[src/rtl/oddr_pkg.sv]
// Shared types and PRBS7 helpers for the ODDR pattern generator.
// The LFSR is Fibonacci x^7 + x^6 + 1, shifting left with the new bit in bit 0.
package oddr_pkg;

  typedef enum logic [1:0] {
    IDLE = 2'd0,
    RUN  = 2'd1,
    DONE = 2'd2
  } state_t;

  typedef enum logic [2:0] {
    OFF     = 3'd0,
    CLK_FWD = 3'd1,
    TOGGLE  = 3'd2,
    PRBS7   = 3'd3,
    WALK    = 3'd4
  } mode_t;

  localparam int              PRBS_W    = 7;
  localparam logic [PRBS_W-1:0] PRBS_TAPS = 7'b110_0000;

  function automatic logic [PRBS_W-1:0] prbs_step(input logic [PRBS_W-1:0] s);
    return {s[PRBS_W-2:0], ^(s & PRBS_TAPS)};
  endfunction

  // All-zero is the LFSR lock-up state, so it is never used as a seed.
  function automatic logic [PRBS_W-1:0] prbs_seed(input logic [PRBS_W-1:0] base,
                                                  input int ch);
    logic [PRBS_W-1:0] s;
    s = base ^ PRBS_W'(ch);
    return (s == '0) ? 7'h01 : s;
  endfunction

endpackage

[src/rtl/prbs7_ddr.sv]
// One channel of PRBS7, advanced two steps per word: first new bit for the
// rising edge, second for the falling edge.
module prbs7_ddr
  import oddr_pkg::*;
#(
  parameter logic [6:0] SEED = 7'h01
) (
  input  logic clk,
  input  logic rst,
  input  logic load,
  input  logic advance,
  output logic rise_bit,
  output logic fall_bit
);

  logic [PRBS_W-1:0] lfsr_reg;
  logic [PRBS_W-1:0] base;
  logic [PRBS_W-1:0] step1;
  logic [PRBS_W-1:0] step2;

  // On load the word is generated straight from the seed, so word 0 is ready
  // in the same cycle the burst is accepted.
  assign base     = load ? SEED : lfsr_reg;
  assign step1    = prbs_step(base);
  assign step2    = prbs_step(step1);
  assign rise_bit = step1[0];
  assign fall_bit = step2[0];

  always_ff @(posedge clk) begin
    if (rst) begin
      lfsr_reg <= SEED;
    end else if (load || advance) begin
      lfsr_reg <= step2;
    end
  end

endmodule

[src/rtl/oddr_pattern_gen.sv]
// Burst pattern generator feeding external ODDR D1/D2 inputs.
// d_rise/d_fall always hold the word for the current cycle; k indexes that word.
module oddr_pattern_gen
  import oddr_pkg::*;
#(
  parameter int         NUM_CH    = 4,
  parameter int         BURST_W   = 16,
  parameter logic [6:0] PRBS_SEED = 7'h7F
) (
  input  logic               clk,
  input  logic               rst,
  input  logic               enable,
  input  logic               start,
  input  logic [2:0]         mode,
  input  logic [BURST_W-1:0] burst_len,
  output logic               busy,
  output logic               done,
  output logic [NUM_CH-1:0]  d_rise,
  output logic [NUM_CH-1:0]  d_fall
);

  state_t              state_reg, state_next;
  mode_t               mode_reg, mode_next;
  logic [BURST_W-1:0]  len_reg, len_next;
  logic [31:0]         k_reg, k_next;
  logic [NUM_CH-1:0]   d_rise_reg, d_rise_next;
  logic [NUM_CH-1:0]   d_fall_reg, d_fall_next;

  logic                accept;
  logic                advance_word;
  logic                last_word;
  mode_t               word_mode;
  logic [31:0]         word_k;
  logic [31:0]         walk_idx;
  logic [NUM_CH-1:0]   pat_rise, pat_fall;
  logic [NUM_CH-1:0]   prbs_rise, prbs_fall;

  assign accept       = (state_reg == IDLE) && start && enable;
  assign last_word    = (len_reg != '0) && (k_reg == 32'(len_reg) - 32'd1);
  assign advance_word = (state_reg == RUN) && enable && !last_word;

  // The word being built is either word 0 of a new burst (fresh mode) or the
  // successor of the word currently on the outputs.
  assign word_mode = accept ? mode_t'(mode) : mode_reg;
  assign word_k    = accept ? 32'd0 : k_reg + 32'd1;
  assign walk_idx  = word_k % 32'(NUM_CH);

  genvar gi;
  generate
    for (gi = 0; gi < NUM_CH; gi++) begin : g_ch
      prbs7_ddr #(
        .SEED(prbs_seed(PRBS_SEED, gi))
      ) u_prbs (
        .clk      (clk),
        .rst      (rst),
        .load     (accept),
        .advance  (advance_word),
        .rise_bit (prbs_rise[gi]),
        .fall_bit (prbs_fall[gi])
      );
    end
  endgenerate

  always_comb begin
    pat_rise = '0;
    pat_fall = '0;
    case (word_mode)
      CLK_FWD: pat_rise = '1;
      TOGGLE: begin
        pat_rise = {NUM_CH{word_k[0]}};
        pat_fall = {NUM_CH{word_k[0]}};
      end
      PRBS7: begin
        pat_rise = prbs_rise;
        pat_fall = prbs_fall;
      end
      WALK: begin
        for (int c = 0; c < NUM_CH; c++) begin
          if (walk_idx == 32'(c)) begin
            pat_rise[c] = 1'b1;
            pat_fall[c] = 1'b1;
          end
        end
      end
      default: ;
    endcase
  end

  assign d_rise_next = (accept || advance_word) ? pat_rise : '0;
  assign d_fall_next = (accept || advance_word) ? pat_fall : '0;

  always_comb begin
    state_next = state_reg;
    mode_next  = mode_reg;
    len_next   = len_reg;
    k_next     = k_reg;
    case (state_reg)
      IDLE: begin
        if (accept) begin
          state_next = RUN;
          mode_next  = mode_t'(mode);
          len_next   = burst_len;
          k_next     = 32'd0;
        end
      end
      RUN: begin
        // Loss of enable wins over completion: abort without a done pulse.
        if (!enable) begin
          state_next = IDLE;
        end else if (last_word) begin
          state_next = DONE;
        end else begin
          k_next = k_reg + 32'd1;
        end
      end
      DONE:    state_next = IDLE;
      default: state_next = IDLE;
    endcase
  end

  always_ff @(posedge clk) begin
    if (rst) begin
      state_reg  <= IDLE;
      mode_reg   <= OFF;
      len_reg    <= '0;
      k_reg      <= 32'd0;
      d_rise_reg <= '0;
      d_fall_reg <= '0;
    end else begin
      state_reg  <= state_next;
      mode_reg   <= mode_next;
      len_reg    <= len_next;
      k_reg      <= k_next;
      d_rise_reg <= d_rise_next;
      d_fall_reg <= d_fall_next;
    end
  end

  assign busy   = (state_reg != IDLE);
  assign done   = (state_reg == DONE);
  assign d_rise = d_rise_reg;
  assign d_fall = d_fall_reg;

endmodule

[config.mk]
export PLATFORM = sky130hd
export DESIGN_NAME = oddr_pattern_gen
export DESIGN_NICKNAME = d
export VERILOG_FILES = /design/src/rtl/oddr_pkg.sv /design/src/rtl/prbs7_ddr.sv /design/src/rtl/oddr_pattern_gen.sv
export SDC_FILE = /design/constraint.sdc
export NUM_CORES = 1
export LEC_CHECK = 0
export BUFFER_PORTS_ARGS = -buffer_cell sky130_fd_sc_hd__buf_2
export CAP_MARGIN = 20
export CORE_MARGIN = 4
export CORE_UTILIZATION = 60
export CTS_CLUSTER_SIZE = 30
export DETAILED_ROUTE_END_ITERATION = 12
export PLACE_DENSITY = 0.8
export SLEW_MARGIN = 15
export SYNTH_ARGS = -nofsm -noshare
export SYNTH_HDL_FRONTEND = slang
export SYNTH_SLANG_ARGS = --single-unit
[constraint.sdc]
create_clock -name clk -period 4.45 [get_ports clk]
set_input_delay 0 -clock clk [delete_from_list [all_inputs] [get_ports clk]]
set_output_delay 0 -clock clk [all_outputs]
set_load 0.01 [all_outputs]
* Yosys cells after proc, flatten, opt, wreduce, memory -nomap -nowiden
Cells that the tools add are included.
** Storage, ports and cells
- Input bits :: 23
- Word-level logic and storage cells :: 71
- Flip-flop bits (word level) :: 89
** Cells by class
- Equal/unequal tests :: 14
- Bitwise logic cells :: 1
- Mux-type cells :: 20
- Reductions and logical operators :: 24
- Add/subtract/negate cells :: 2
** Operators by type and width (number)
- $mux W32 :: 3
- $pmux W32 S2 :: 1
- $reduce_xor A7 Y1 :: 8
- $add A32 B1 Y32 const B :: 1
- $eq A32 B32 Y1 :: 1
- $logic_not A32 Y1 :: 1
- $mux W7 :: 4
- $sub A16 B1 Y17 const B :: 1
- $pmux W4 S4 :: 1
- $reduce_bool A16 Y1 :: 1
- $pmux W4 S3 :: 1
- $mux W2 :: 4
- $eq A2 B2 Y1 const B :: 3
- $eq A3 B2 Y1 const B :: 2
- $ne A2 B2 Y1 const B :: 3
- $logic_and A1 B1 Y1 :: 5
- $eq A2 B1 Y1 const B :: 2
- $mux W1 :: 4
- $pmux W2 S2 :: 1
- $reduce_and A2 Y1 :: 2
- $reduce_and A4 Y1 :: 1
- $reduce_bool A2 Y1 :: 2
- $eq A3 B1 Y1 const B :: 1
- $eq A3 B3 Y1 const B :: 1
- other kinds (7) :: 7

* Depth between registers and ports, before layout
Gate-level depths: netlist of run 1.
- Word-level depth :: 8
- Gate-level depth with buffers :: 13
- Depth with buffers taken out :: 10

* Hierarchy
A second synthesis of run 1 with hierarchy kept.
** Second synthesis, totals
- Cell total of the unflattened synthesis :: 561
- Area total of the unflattened synthesis :: 4650.7 µm²
** Modules (own cells, without submodules)
- oddr_pattern_gen :: times used 1, cells an instance 447, area an instance 3495.9 µm²
- prbs7_ddr at g_ch[1].u_prbs ... :: times used 2, cells an instance 29, area an instance 290.3 µm²
- prbs7_ddr at g_ch[0].u_prbs :: times used 1, cells an instance 29, area an instance 291.5 µm²
- prbs7_ddr at g_ch[3].u_prbs :: times used 1, cells an instance 27, area an instance 282.8 µm²

* Worst setup path after synthesis of run 1
OpenSTA, ideal clock, no wires.
- Kind :: reg2reg
- From :: register len_reg[0]
- To :: register g_ch[1].u_prbs.lfsr_reg[0]
- Required time :: 4.322 ns
- Path slack :: 0.945 ns
- Period minus slack after synthesis :: 3.505 ns
- Cell stages (with the launch flop) :: 14
- Arrival time :: 3.378 ns
- Buffers on the path :: 3
- Cell sequence :: dfxtp_1 -> inv_1 -> ha_1 -> or3b_2 -> or4_1 -> a211o_1 -> and3_1 -> or4_4 -> a31oi_4 -> buf_6 -> buf_8 -> buf_8 -> mux2i_1 -> nor2_1
** Between the ends
- Word-level cells in the longest chain between the ends :: 6
** Ends and longest elaborated chain
- start, declared :: line oddr_pattern_gen.sv:24 : logic [BURST_W-1:0] len_reg, len_next;
- start signal, assigned :: line oddr_pattern_gen.sv:132 : len_reg <= len_next;
- $sub A16 B1 Y17 :: line oddr_pattern_gen.sv:39 : assign last_word = (len_reg != '0) && (k_reg == 32'(len_reg) - 32'd1);
- $eq A32 B32 Y1 :: line oddr_pattern_gen.sv:39
- $logic_and A1 B1 Y1 * :: line oddr_pattern_gen.sv:39
- $logic_not A1 Y1 * :: line oddr_pattern_gen.sv:40 : assign advance_word = (state_reg == RUN) && enable && !last_word;
- $logic_and A1 B1 Y1 * :: line oddr_pattern_gen.sv:40
- $logic_or A1 B1 Y1 * :: line prbs7_ddr.sv:32 : end else if (load || advance) begin
- end signal, assigned :: line prbs7_ddr.sv:33 : lfsr_reg <= step2;
- end, declared :: line prbs7_ddr.sv:16 : logic [PRBS_W-1:0] lfsr_reg;
Every way passes the cells marked *; elsewhere a longest branch is shown, timed or not.
A chain may end at the register's enable or synchronous reset.

* Final worst setup path of run 1
- From :: register len_reg[0]
- To :: register k_reg[21]
** Between the ends
- Word-level cells in the longest chain between the ends :: 5
** Ends and longest elaborated chain
- $sub A16 B1 Y17 :: line oddr_pattern_gen.sv:39
- $eq A32 B32 Y1 :: line oddr_pattern_gen.sv:39
- $logic_and A1 B1 Y1 * :: line oddr_pattern_gen.sv:39
- $ne A2 B2 Y1 (no line) *
- $reduce_and A4 Y1 (no line) *
- end signal, assigned :: line oddr_pattern_gen.sv:133 : k_reg <= k_next;
- end, declared :: line oddr_pattern_gen.sv:25 : logic [31:0] k_reg, k_next;
Marked as above.

==> flow_metrics.py, run 1 <==
metrics = {
    "outcome": {
        "status": "completed",
    },
    "critical_path": {
        "timing.rr.start": "len_reg[0]",
        "crit_path_end_kind": "register",
        "reg2reg_depth": 11,
        "max_stage_delay_ns": 0.53,
        "reg2reg_to": "k_reg[21]",
        "path_buf_inv": 2,
        "crit_arrival_ns": 4.11,
        "critical_path_class": "register to register",
        "cp.required_ns": 4.72,
        "critPathLaunchType": "register",
        "cpMaxStageDelayCell": "or3b_2",
        "critPathTopFamily": "simple AND/OR/NAND/NOR gates",
        "cp.depth": 11,
        "crit_fanout": 52,
        "crit_chain": "inv_1 -> ha_1 -> or3b_2 -> or4_1 -> a211o_1 -> and3_1 -> or4_4 -> a31oi_4 -> buf_12 -> o21ai_0 -> a21oi_1",
        "endpoint": "k_reg[21]",
        "crit_start": "len_reg[0]",
        "regToRegSetupSlack_ns": 0.62,
    },
    "floorplanning": {
        "ioPinCount": 33,
        "core_area_um2": 7290,
        "die_w_um": 94.9,
        "dieHeight_um": 94.9,
        "initial_utilization": 0.622,
        "dieArea_um2": 9010,
        "row_count": 31,
    },
    "cts": {
        "clkTransAtPathRegs_ns": 0.09,
        "cts.sinks": 89,
        "clock_latency_ns": 0.35,
        "clk_path_buf_depth": 2,
        "cts_buffers": 9,
        "postCtsSetupBuffers": 0,
        "cts_resized": 0,
        "cts_tree": "built",
        "htreeDepth": 3,
        "cts_hold_buf": 20,
        "root_buffer": "clkbuf_8",
    },
    "grt": {
        "use_met2": 0.395,
        "use_met1": 0.342,
        "grt_max_degree": 53,
        "grt_remaining_overflow": 0,
        "grt_pass1_vias": 3950,
        "antenna_found_initial": 0,
        "globalRouteTotalUtil": 0.252,
        "grt.busiest_layer": "met2",
        "grt_pass1_wl_mm": 18.1,
        "grt_use_met3": 0.0598,
    },
    "synthesis": {
        "synth_area_um2": 4530,
        "ys_ff_latch": 89,
        "synthTopCellsByArea": "dfxtp_1, nand2_1, a21oi_1",
        "ys_seq_area_frac": 0.393,
        "synth_edf_count": 0,
        "avgSynthCellArea_um2": 8.11,
        "yosys_warnings": 0,
        "synth_cell_types": 51,
        "syn-num-nets": 585,
        "yosysTopAreaCell": "dfxtp_1",
        "synth_top_flop_cell": "dfxtp_1",
        "yosysTopAreaCellShare": 0.393,
        "async_reset_ff_frac": 0,
        "postSynthCellCount": 559,
    },
    "final_layout": {
        "syn2layout_area_growth_pct": 12.1,
        "seq_area_um2": 1780,
        "finish.net_count": 616,
        "final_area_um2": 5080,
        "fill_cells": 627,
        "drive_gt1_frac": 0.106,
        "num_antenna_cells": 0,
        "largest_reg_flops": 32,
        "finish.utilization": 0.697,
        "multi_input_area_um2": 2510,
    },
    "sta": {
        "setup_tns_ns": 0,
        "skew_ns": 0.0111,
        "min_period_ns": 3.83,
        "period_share": 0.862,
        "hold_viol": 0,
        "slew_viol_final": 0,
        "worst_pin_slew_ns": 0.842,
        "setup_viol": 0,
        "max_freq_mhz": 261,
        "slew_headroom": 0.434,
        "grt_setup_unrepaired": "no",
    },
    "placement": {
        "numPortBuffers": 32,
        "gp_congestion": 0.982,
        "dp_hpwl_mm": 7.21,
        "place_area_um2": 4680,
    },
    "flow_run": {
        "maxCapViolCount": 0,
    },
    "pwr": {
        "power_density_nw_per_um2": 307,
        "ir_worst_vdd_v": 0.000278,
        "leakage_nw": 1.95,
    },
    "hold_path": {
        "hp-class": "input pin to register",
    },
    "detailed_routing": {
        "vias": 4168,
        "firstDrtPassIters": 7,
        "ant_nets": 0,
        "wl_mm": 10.7,
        "drcViolationCount": 0,
        "via_per_inst": 6.01,
        "wl_per_cell_um": 15.4,
        "drtIter0Drc": 277,
    },
}
layout by cell type (no fill, tap or decap), drive strengths merged, types with 15 or more instances in the layout:
cell / n
mux2i: 24
and3: 15
buf: 38
o21ai: 23
xnor2: 16
or3: 23
a21oi: 53
dlygate4sd3: 20
dfxtp: 89
nand3: 28
nand2: 81
nor2: 28
worst min-delay path by stage:
stage	start	end	slack [ns]	cells after the start
floorplan	burst_len[4]	len_reg[4]	0.14	2
global placement	burst_len[6]	len_reg[6]	0.24	3
detailed placement	burst_len[7]	len_reg[7]	0.25	3
CTS	rst	g_ch[3].u_prbs.lfsr_reg[1]	0.13	2
global route	rst	g_ch[1].u_prbs.lfsr_reg[0]	0.17	2
finish	rst	g_ch[3].u_prbs.lfsr_reg[1]	0.17	2
synthesized netlist by cell type (all sizes together), types with 2 or more instances:
cell type / instances
dfxtp: 89
nand2: 81
a21oi: 53
nand3: 28
nor2: 28
clkbuf: 24
mux2i: 24
o21ai: 23
or3: 23
xnor2: 16
and3: 15
buf: 14
nand4: 14
inv: 13
or4: 13
nor3: 11
xor2: 10
nor4: 9
o211ai: 9
o31ai: 9
a31oi: 7
nand2b: 4
nor3b: 4
ha: 3
nand3b: 3
nor2b: 3
o21bai: 3
a211o: 2
a21boi: 2
a21o: 2
a311o: 2
a311oi: 2
and2: 2
and4: 2
mux2: 2
nor4b: 2
or2: 2
routing by layer:
metal  routed length, µm  part of all wire
met1                4910              0.46
met5                   0                 0
met3                 598             0.056
met4                 177             0.017
met2                4990              0.47
layout make-up:
| type | instances | share of cell area |
|---|---|---|
| inverters | 13 | 0.00960 |
| flip-flops and latches | 89 | 0.351 |
| repair buffers | 58 | 0.0845 |
| well taps | 99 | 0.0244 |
| clock inverters | 5 | 0.00739 |
| multi-input cells | 419 | 0.494 |
| clock buffers | 11 | 0.0298 |
worst register-to-register path, delay by kind of cell (launching register included):
family	cells	cell delay [ns]
AND/OR/NAND/NOR	4	1.73
buffers and inverters	2	0.37
adder cells (fa/ha/maj)	1	0.26
AO/OA/AOI/OAI	4	1.02
flip-flops	1	0.38
per-stage QoR:
step / hold slack, ns / setup WS [ns] / power [mW] / instances
2_1_floorplan: 0.136 / 0.945 / 0.987 / 559
3_3_place_gp: 0.240 / 0.753 / 1.02 / 656
3_5_place_dp: 0.246 / 0.630 / 1.03 / 657
4_1_cts: 0.130 / 0.609 / 1.57 / 693
5_1_grt: 0.167 / 0.373 / 1.63 / 694
6_report: 0.169 / 0.615 / 1.56 / 694
report_power, final:
part	internal, mW	switching (mW)	total (mW)
registers	0.813	0.0205	0.834
logic	0.0855	0.112	0.198
clock network	0.236	0.291	0.526
total	1.13	0.424	1.56
cells by family after synthesis:
kind of cell    count (synthesis)  synth area share
xor+xnor                       26            0.0502
fa+ha+maj                       3           0.00828
compound gates                119             0.160
buf+inv                        51            0.0535
simple gates                  245             0.277
mux                            26            0.0580
flops                          89             0.393
(Power assumes the default switching activity.)
==> run 2: changes to the inputs <==
--- a/config.mk
+++ b/config.mk
@@ -12,6 +12,7 @@
 export CTS_CLUSTER_SIZE = 30
 export DETAILED_ROUTE_END_ITERATION = 12
 export PLACE_DENSITY = 0.8
+export SKIP_CTS_REPAIR_TIMING = 1
 export SLEW_MARGIN = 15
 export SYNTH_ARGS = -nofsm -noshare
 export SYNTH_HDL_FRONTEND = slang
==> constraint.sdc (replaced) <==
create_clock -name clk -period 4.45 [get_ports clk]
set_input_delay 0 -clock clk [delete_from_list [all_inputs] [get_ports clk]]
set_output_delay 0 -clock clk [all_outputs]
set_load 0.02 [all_outputs]
==> run 2 against run 1 <==
The flow now finishes with violations (negative hold slack). First-iteration DRC count down 5.4%. Design area down 0.39%. Sequential power about the same. Clock skew down 0.0020 ns. Global-route usage down 0.90 points. Core utilization down 0.27 points. Combinational power about the same. Wire length up 0.77%. Largest cell class unchanged. Largest power group unchanged. Highest routed layer unchanged.
==> flow_metrics.py, run 2 (synthesis gave the netlist of run 1 again) <==
metrics = {
    "cts": {
        "cts_tree": "built",
        "clkTransAtPathRegs_ns": 0.09,
        "clock_latency_ns": 0.35,
        "cts.sinks": 89,
        "htreeDepth": 3,
        "cts_buffers": 9,
        "root_buffer": "clkbuf_8",
        "clk_path_buf_depth": 2,
    },
    "detailed_routing": {
        "ant_nets": 0,
        "drcViolationCount": 0,
        "firstDrtPassIters": 5,
        "wl_per_cell_um": 15.5,
        "drtIter0Drc": 262,
        "wl_mm": 10.8,
        "vias": 4202,
        "via_per_inst": 6.07,
    },
    "sta": {
        "setup_tns_ns": 0,
        "hold_viol": 1,
        "skew_ns": 0.00911,
        "min_period_ns": 3.84,
        "max_freq_mhz": 260,
        "grt_setup_unrepaired": "no",
        "worst_pin_slew_ns": 0.830,
        "slew_headroom": 0.442,
        "slew_viol_final": 0,
        "period_share": 0.863,
        "hold_slack_ns": -0.000447,
        "setup_viol": 0,
    },
    "pwr": {
        "leakage_nw": 1.94,
        "p_clk_frac": 0.338,
        "pwr-share-comb": 0.127,
        "power_density_nw_per_um2": 308,
        "seqPwrFrac": 0.535,
        "internal-power_mw": 1.13,
        "swShare": 0.272,
        "netSwitchingPower_uw": 424,
        "ir_worst_vdd_v": 0.000275,
    },
    "final_layout": {
        "finish.net_count": 614,
        "fill_cells": 629,
        "syn2layout_area_growth_pct": 11.6,
        "largest_reg_flops": 32,
        "layout_common_cells": "dfxtp_1, nand2_1, a21oi_1, buf_2",
        "drive_gt1_frac": 0.106,
        "num_antenna_cells": 0,
        "layout_commonest_cell": "dfxtp_1",
    },
    "grt": {
        "grt_pass1_wl_mm": 17.5,
        "globalRouteTotalUtil": 0.243,
        "grt_pass1_vias": 3767,
        "grt_max_degree": 53,
        "antenna_found_initial": 0,
        "grt_remaining_overflow": 0,
    },
    "floorplanning": {
        "row_count": 31,
        "dieArea_um2": 9010,
        "core_area_um2": 7290,
        "die_w_um": 94.9,
        "ioPinCount": 33,
        "initial_utilization": 0.622,
        "dieHeight_um": 94.9,
    },
    "critical_path": {
        "critPathLaunchType": "register",
        "reg2reg_depth": 11,
        "critical_path_class": "register to register",
        "crit_arrival_ns": 4.11,
        "crit_path_end_kind": "register",
        "cp.required_ns": 4.72,
        "crit_fanout": 52,
    },
    "placement": {
        "numPortBuffers": 32,
        "gp_congestion": 0.982,
        "dp_hpwl_mm": 7.21,
    },
    "flow_run": {
        "maxCapViolCount": 0,
    },
    "hold_path": {
        "hp-class": "input pin to register",
        "whs_path_depth": 3,
    },
    "outcome": {
        "status": "finished with violations",
        "violations": "negative hold slack",
    },
}
==> run 2: changes by cell type in the layout (fill, tap and decap cells not counted), sizes merged <==
cell and delta:
dlygate4sd3 -2
==> run 2: layout make-up <==
| class | count | area (µm²) | share of cell area |
|---|---|---|---|
| Clock inverter | 5 | 37.5 | 0.00742 |
| Timing Repair Buffer | 56 | 409 | 0.0808 |
| Clock buffer | 11 | 151 | 0.0299 |
| Inverter | 13 | 48.8 | 0.00964 |
| Tap cell | 99 | 124 | 0.0245 |
| Multi-Input combinational cell | 419 | 2510 | 0.496 |
| Sequential cell | 89 | 1780 | 0.352 |
==> run 2: routing by layer <==
layer  vias to the layer above  GRT usage  part of all wire
li1                       2077          -                 -
met1                      1973      0.339              0.46
met2                       128      0.376              0.46
met3                        24     0.0566             0.056
met4                         0     0.0661             0.021
met5                         -          0                 0
==> run 2: worst max-delay path, stage by stage (launching register included) <==
cell	delay (ns)
dfxtp_1	0.38
inv_1	0.10
ha_1	0.26
or3b_2	0.53
or4_1	0.49
a211o_1	0.29
and3_1	0.18
or4_4	0.53
a31oi_4	0.44
buf_12	0.26
o21ai_0	0.14
a21oi_1	0.13
==> run 2: path summary, 6_finish.rpt <==
| path | to | from | slack, ns |
|---|---|---|---|
| max | k_reg[21] | len_reg[0] | 0.61 |
| min | mode_reg[2] | mode[2] | -0.0004 |
| max reg2reg | k_reg[21] | len_reg[0] | 0.61 |
| min reg2reg | g_ch[0].u_prbs.lfsr_reg[3] | g_ch[0].u_prbs.lfsr_reg[1] | 0.48 |
==> run 2: through the flow <==
stage	std cells	instance area [µm²]	power (mW)	setup slack, ns	util
floorplan	559	4530	0.988	0.945	-
global placement	656	4670	1.02	0.753	0.640
detailed placement	657	4680	1.03	0.630	0.641
CTS	673	4870	1.55	0.609	0.667
global route	692	5060	1.63	0.372	0.694
finish	692	5060	1.56	0.608	0.694
==> run 2: power by group through the flow <==
stage,clock network (mW),registers [mW],logic (mW)
6_report,0.526,0.834,0.198
4_1_cts,0.542,0.833,0.180
2_1_floorplan,0,0.843,0.145
3_5_place_dp,0,0.852,0.179
5_1_grt,0.576,0.836,0.218
3_3_place_gp,0,0.851,0.174
==> run 3: changes to the inputs <==
--- a/config.mk
+++ b/config.mk
@@ -11,7 +11,7 @@
 export CORE_UTILIZATION = 60
 export CTS_CLUSTER_SIZE = 30
 export DETAILED_ROUTE_END_ITERATION = 12
-export PLACE_DENSITY = 0.8
+export PLACE_DENSITY = 0.83
 export SKIP_CTS_REPAIR_TIMING = 1
 export SLEW_MARGIN = 15
 export SYNTH_ARGS = -nofsm -noshare
==> run 3 against run 2 <==
The run still ends with negative hold slack left. Global-route usage shrank 1.1 points. Final cell count grew 0.14%. Clock skew grew 0.0034 ns.
==> flow_metrics.py, run 3 (synthesis gave the netlist of run 1 again) <==
metrics = {
    "sta": {
        "period_share": 0.886,
        "max_freq_mhz": 254,
        "skew_ns": 0.0125,
        "setup_viol": 0,
        "hold_slack_ns": -0.0197,
        "slew_headroom": 0.462,
        "min_period_ns": 3.94,
        "grt_setup_unrepaired": "no",
        "slew_viol_final": 0,
        "setup_tns_ns": 0,
        "worst_pin_slew_ns": 0.799,
        "setup_slack_ns": 0.507,
        "hold_viol": 1,
    },
    "critical_path": {
        "timing.rr.start": "len_reg[0]",
        "reg2reg_to": "d_rise[1]",
        "crit_fanout": 67,
        "cp.required_ns": 4.71,
        "critical_path_class": "register to register",
        "reg2reg_depth": 11,
        "regToRegSetupSlack_ns": 0.51,
        "crit_path_end_kind": "register",
        "critPathLaunchType": "register",
        "crit_arrival_ns": 4.20,
    },
    "pwr": {
        "power_density_nw_per_um2": 314,
        "leakage_nw": 1.95,
        "finalPower_mw": 1.59,
        "ir_worst_vdd_v": 0.000254,
    },
    "hold_path": {
        "hp-class": "input pin to register",
        "hold_start": "mode[2]",
        "hold_end": "mode_reg[2]",
        "whs_path_depth": 3,
    },
    "floorplanning": {
        "initial_utilization": 0.622,
        "core_area_um2": 7290,
        "dieArea_um2": 9010,
        "row_count": 31,
        "dieHeight_um": 94.9,
        "ioPinCount": 33,
        "die_w_um": 94.9,
    },
    "outcome": {
        "status": "finished with violations",
        "violations": "negative hold slack",
    },
    "detailed_routing": {
        "via_per_inst": 6.02,
        "firstDrtPassIters": 5,
        "ant_nets": 0,
        "vias": 4169,
        "drcViolationCount": 0,
        "wl_mm": 10.6,
        "drtIter0Drc": 260,
        "wl_per_cell_um": 15.4,
    },
    "grt": {
        "globalRouteTotalUtil": 0.231,
        "antenna_found_initial": 0,
        "grt_pass1_vias": 3588,
        "grt_max_degree": 68,
        "grt_pass1_wl_mm": 16.6,
        "grt_remaining_overflow": 0,
    },
    "final_layout": {
        "largest_reg_flops": 32,
        "layout_commonest_cell": "dfxtp_1",
        "drive_gt1_frac": 0.106,
        "layout_common_cells": "dfxtp_1, nand2_1, a21oi_1, buf_2",
        "syn2layout_area_growth_pct": 11.6,
        "num_antenna_cells": 0,
        "finish.net_count": 615,
        "finish.utilization": 0.694,
    },
    "cts": {
        "cts_tree": "built",
        "htreeDepth": 3,
        "clkTransAtPathRegs_ns": 0.10,
        "clk_path_buf_depth": 2,
        "root_buffer": "clkbuf_8",
        "clock_latency_ns": 0.37,
        "cts.sinks": 89,
        "cts_buffers": 9,
    },
    "placement": {
        "dp_hpwl_mm": 7.04,
        "pre_cts_ws_ns": 0.590,
        "numPortBuffers": 32,
        "gp_congestion": 0.867,
    },
    "flow_run": {
        "maxCapViolCount": 0,
    },
}
-- run 3: cell types whose count changed in the layout (fill, tap and decap cells not counted), moves of 2 or more --
cell and delta:
buf_4 +3, inv_6 +3, clkbuf_8 -2, clkinv_8 +2, clkinvlp_4 -2
-- run 3: cell type report --
class | count | area [µm²]
multi-input cells | 419 | 2510
fillers | 624 | 2230
flip-flops and latches | 89 | 1780
repair buffers | 57 | 395
clock buffers | 9 | 124
well taps | 99 | 124
clock inverters | 7 | 78.8
inverters | 13 | 48.8
-- run 3: metal layers --
layer / vias up / track usage / share of wire
met2: 110 / 0.371 / 0.48
met5: - / 0 / 0
li1: 2070 / - / -
met4: 0 / 0.0769 / 0.014
met1: 1973 / 0.313 / 0.45
met3: 16 / 0.0430 / 0.050
-- run 3: worst max-delay path, stage by stage (launching register included) --
cell	delay (ns)
dfxtp_1	0.40
inv_1	0.13
ha_1	0.26
or3b_2	0.53
or4_1	0.48
a211o_1	0.29
and3_1	0.17
or4_4	0.53
a31oi_4	0.19
buf_4	0.47
or2_2	0.31
a31oi_1	0.06
-- run 3: how the worst max path moves through the flow --
| stage | startpoint | end | cells past startpoint |
|---|---|---|---|
| detailed placement | len_reg[0] | d_fall[2] | 11 |
| floorplan | len_reg[0] | g_ch[1].u_prbs.lfsr_reg[0] | 13 |
| global route | len_reg[0] | k_reg[3] | 11 |
| CTS | len_reg[0] | d_fall[2] | 11 |
| global placement | len_reg[0] | d_fall[1] | 11 |
| finish | len_reg[0] | d_rise[1] | 11 |
-- run 3: metrics by stage --
step / cells / hold WS, ns / instance area [µm²]
detailed placement: 658 / 0.250 / 4670
finish: 693 / -0.0197 / 5060
global route: 693 / 0.0256 / 5060
floorplan: 559 / 0.136 / 4530
CTS: 674 / -0.150 / 4870
global placement: 658 / 0.239 / 4670
-- run 3: power breakdown --
| group | switching (mW) | internal [mW] |
|---|---|---|
| Clock | 0.337 | 0.224 |
| Sequential | 0.0199 | 0.813 |
| Combinational | 0.113 | 0.0818 |
